==> config.mk <==
export PLATFORM = sky130hd
export DESIGN_NAME = wb_regfile
export DESIGN_NICKNAME = d
export VERILOG_FILES = /design/src/rtl/wb_regfile.sv
export SDC_FILE = /design/constraint.sdc
export NUM_CORES = 2
export LEC_CHECK = 0
export CAP_MARGIN = 15
export CORE_MARGIN = 2
export CORE_UTILIZATION = 35
export DETAILED_ROUTE_END_ITERATION = 8
export PLACE_DENSITY_LB_ADDON = 0.2
export SLEW_MARGIN = 15
export SYNTH_ARGS = -nofsm -noshare
export SYNTH_HDL_FRONTEND = slang
export SYNTH_SLANG_ARGS = --single-unit
==> constraint.sdc <==
create_clock -name i_clk -period 2.4 [get_ports i_clk]
set_input_delay 0.36 -clock i_clk [delete_from_list [all_inputs] [get_ports i_clk]]
set_output_delay 0.36 -clock i_clk [all_outputs]
set_load 0.05 [all_outputs]
==> src/rtl/wb_regfile.sv <==
// wb_regfile: writeback-stage register file. It selects the writeback value,
// commits it to the register array, serves two read ports and counts commits.
// Ports: i_clk, i_rst_n (async, active-low); i_RegWrite, i_MemtoReg,
//   i_readData, i_ALUresult, i_writeReg (writeback side);
//   i_readReg1/2 -> o_readData1/2 (combinational reads);
//   o_wbData (selected writeback value); o_wbCount (registered commit count).
// Option: define WB_REGFILE_BYPASS_EN for a same-cycle write-to-read bypass.
module wb_regfile #(
  parameter int DATA_W = 32,
  parameter int NREGS  = 32
) (
  input  logic              i_clk,
  input  logic              i_rst_n,
  input  logic              i_RegWrite,
  input  logic              i_MemtoReg,
  input  logic [DATA_W-1:0] i_readData,
  input  logic [DATA_W-1:0] i_ALUresult,
  input  logic [4:0]        i_writeReg,
  input  logic [4:0]        i_readReg1,
  input  logic [4:0]        i_readReg2,
  output logic [DATA_W-1:0] o_readData1,
  output logic [DATA_W-1:0] o_readData2,
  output logic [DATA_W-1:0] o_wbData,
  output logic [31:0]       o_wbCount
);

  logic [DATA_W-1:0] r_rf [NREGS];
  logic [31:0]       r_wbCount;
  logic              w_commit;
  logic [DATA_W-1:0] w_arr1;
  logic [DATA_W-1:0] w_arr2;

  assign o_wbData = i_MemtoReg ? i_readData : i_ALUresult;
  // $0 writes are dropped here, so they neither land nor count.
  assign w_commit = i_RegWrite && (i_writeReg != 5'd0);

  always_ff @(posedge i_clk or negedge i_rst_n) begin
    if (!i_rst_n) begin
      for (int i = 0; i < NREGS; i++) begin
        r_rf[i] <= '0;
      end
      r_wbCount <= '0;
    end else if (w_commit) begin
      r_rf[i_writeReg] <= o_wbData;
      r_wbCount        <= r_wbCount + 32'd1;
    end
  end

  assign o_wbCount = r_wbCount;

  assign w_arr1 = (i_readReg1 == 5'd0) ? '0 : r_rf[i_readReg1];
  assign w_arr2 = (i_readReg2 == 5'd0) ? '0 : r_rf[i_readReg2];

`ifdef WB_REGFILE_BYPASS_EN
  // w_commit already excludes $0, so a bypass never shows a value on $0.
  always_comb begin
    o_readData1 = w_arr1;
    o_readData2 = w_arr2;
    if (w_commit && (i_readReg1 == i_writeReg)) begin
      o_readData1 = o_wbData;
    end
    if (w_commit && (i_readReg2 == i_writeReg)) begin
      o_readData2 = o_wbData;
    end
  end
`else
  assign o_readData1 = w_arr1;
  assign o_readData2 = w_arr2;
`endif

endmodule
==> flow_metrics.py <==
metrics = {
    "outcome": {
        "status": "finished, violations left",
        "violations": "setup timing",
    },
    "synth": {
        "synth-main-ff-cell": "dfrtp_1",
        "async_reset_ff_share_pct": 100,
        "syn_area_per_cell_um2": 10.9,
        "synthTopCellsByArea": "dfrtp_1 49%, mux4_2 18%, a21oi_1 5.7%, nor2_1 4.5%, o21ai_0 3.8%",
        "post-synth-top-count-cell": "dfrtp_1",
        "synth_top_cell_by_area": "dfrtp_1",
        "synth_fp_nets": 5063,
        "netlist_instances": 4979,
        "yosysSeqAreaShare_pct": 48.6,
        "yosysUniqueCellTypes": 43,
        "synth_top_area_share_pct": 48.6,
        "netlist_area_um2": 54400,
        "yosysWarningCount": 0,
        "synth-seq-cells": 1056,
        "netlist_top_cells_count": "1056 x dfrtp_1, 655 x nor2_1, 616 x a21oi_1",
        "synth-edff-count": 0,
    },
    "clock_network": {
        "clockRootBuffer": "clkbuf_16",
        "htree_levels": 3,
        "numCtsBuffers": 118,
        "clk_path_buf_depth": 3,
        "clk_latency_ps": 750,
        "clk_pin_slew_worst_paths_ps": 60,
        "cts_sinks": 1056,
        "tritoncts": "done",
    },
    "sta": {
        "grt_setup_unrepaired": "true",
        "worst_slack_ps": -673,
        "slew_violations": 0,
        "final-setup-viol-count": 64,
        "finalCriticalPeriod_ps": 3070,
        "skew_ps": 60.0,
        "worst_hold_slack_ps": 114,
        "post-route-period-util_pct": 128,
        "fmax_mhz": 325,
        "worstMarginPinSlew_ps": 593,
        "hold_violations": 0,
        "slew_headroom_pct": 60.5,
    },
    "layout": {
        "syn_to_final_growth_pct": 27.6,
        "final_cell_area_um2": 69400,
        "drive_gt1_share_pct": 30.0,
        "fin_nets": 5411,
        "final_cells": 7467,
        "fillers": 14200,
    },
    "critical_path": {
        "crit_buf_inv": 1,
        "path_delay_family": "multiplexers",
        "path_max_fanout": 2,
        "cp.required_ps": 2040,
        "arrival_ps": 2710,
        "worst_path_max_delay_cell": "mux4_2",
        "path_cells": "mux4_2 -> mux4_2 -> o22ai_4 -> nor3_4 -> buf_12",
        "crit_type": "flop to output pin",
        "worst_setup_path_start_kind": "flop",
        "cp_slowest_stage_delay_ps": 570,
        "cp-end-kind": "output pin",
        "cpMostUsedCell": "mux4_2",
    },
    "die": {
        "core_area_um2": 154000,
        "start_util_pct": 35.3,
        "die_x_um": 398,
        "die_h_um": 398,
        "ios": 211,
        "rows": 144,
        "die_area_um2": 159000,
    },
    "global_routing": {
        "grt_pass1_vias": 42300,
        "grt_first_pass_wirelength_um": 296000,
        "grt_usage_pct": 25.3,
        "grt_max_degree": 97,
        "grt_overflow_total": 0,
        "grt_antenna_before_repair": 3,
    },
    "placement": {
        "placed_cell_area_um2": 64000,
        "post-place-ws_ps": -573,
        "dpl.hpwl_um": 135000,
        "dp_cells": 7179,
        "gp_congestion": 0.859,
        "numPortBuffers": 210,
    },
    "drt": {
        "wl_per_cell_um": 26.7,
        "dr.pass1.iters": 5,
        "ant_nets": 0,
        "viasPerCell": 5.66,
        "vias": 42200,
        "drc": 0,
        "routed_wl_um": 199000,
        "drt-initial-drc-count": 3763,
    },
    "flow_run": {
        "cap_violations": 0,
    },
    "pwr": {
        "peakVddDrop_mv": 0.666,
        "power_density_nw_per_um2": 859,
        "total_power_uw": 59600,
        "p_leak_uw": 0.0292,
    },
    "min_path": {
        "hold_class": "input port to asynchronous set/reset pin",
    },
}
==> layout make-up <==
type	count	area [um^2]	share of cell area (%)
Multi-Input combinational cell	3344	27400	39.5
Sequential cell	1056	26400	38.1
Timing Repair Buffer	767	8890	12.8
Clock buffer	170	3410	4.91
Tap cell	2044	2560	3.68
Clock inverter	45	598	0.862
Inverter	40	150	0.216
Antenna cell	1	2.50	0.00360
==> metrics by stage <==
stage                     TNS (ps)  utilization (%)
final                       -30730             45.0
after global routing        -34110             45.0
after CTS                   -33650             44.9
after detailed placement    -32060             41.5
after global placement      -33130             41.5
after floorplan              -41.8                -
==> kinds of logic (layout without fill, tap and decap cells) <==
| logic type | after synthesis | count (layout) | synth area share, % |
|---|---|---|---|
| DFF | 1056 | 1056 | 48.6 |
| buffers and inverters | 579 | 1022 | 4.48 |
| and+or+nand+nor | 1324 | 1324 | 10.3 |
| muxes | 717 | 717 | 23.3 |
| xor gates and xnor gates | 31 | 31 | 0.499 |
| AOI/OAI and AO/OA | 1271 | 1271 | 12.8 |
| adders and majority gates | 1 | 1 | 0.0230 |
| other | 0 | 1 | 0 |
==> layer usage <==
metal	global-route usage (%)	vias to the layer above	share of wire [%]
li1	-	18700	-
met1	35.2	21500	43
met2	39.7	1625	46
met5	0	-	0.0055
met3	4.25	351	6.9
met4	9.39	2	3.9
==> worst paths after layout <==
check / start / to / slack, ps / cells after the start
worst max register to register: o_wbCount[4]$_DFFE_PN0P_ / o_wbCount[29]$_DFFE_PN0P_ / 710 / 5
worst min-delay path: i_rst_n / o_wbCount[21]$_DFFE_PN0P_ / 110 / 2
worst max-delay path: r_rf[6]$_DFFE_PN0P_ / o_readData2[6] / -670 / 5
max in group asynchronous: i_rst_n / r_rf[577]$_DFFE_PN0P_ / 1290 / 3
worst min register to register: r_rf[1012]$_DFFE_PN0P_ / r_rf[1012]$_DFFE_PN0P_ / 400 / 0
min in group i_clk: i_MemtoReg / r_rf[771]$_DFFE_PN0P_ / 360 / 4
==> cell usage in the layout, fill, tap and decap left out, drive strengths merged, types with 84 or more instances in the layout <==
cell type,Yosys,routed
clkbuf,391,170
mux2i,164,164
o21ai,416,416
dfrtp,1056,1056
nor2,655,655
nand2,433,433
o22ai,84,84
mux4,428,428
mux2,125,125
clkdlybuf4s50,0,91
a21oi,616,616
nor3,84,84
buf,148,663
==> state kept, by name, summed over array words and instances (netlist names) <==
signal,count
o_wbCount,32
r_rf,1024
==> timing repair <==
| item | in CTS | in global routing |
|---|---|---|
| setup buffers | 58 | 17 |
| hold buffers | 1 | 0 |
| gates resized for setup | 138 | 19 |
| pin swaps | 121 | 33 |
| endpoints found under the setup margin | 75 | 65 |
| gates cloned | 0 | 0 |
| endpoints found under the hold margin | 280 | 0 |
==> power breakdown <==
part / switching [uW] / leakage [uW] / internal, uW / total [uW]
combinational: 7620 / 0.0141 / 8130 / 15800
sequential: 3190 / 0.0131 / 21600 / 24800
clock: 7900 / 0.00197 / 11100 / 19000
Note: power is estimated with default switching activity, not from simulation.
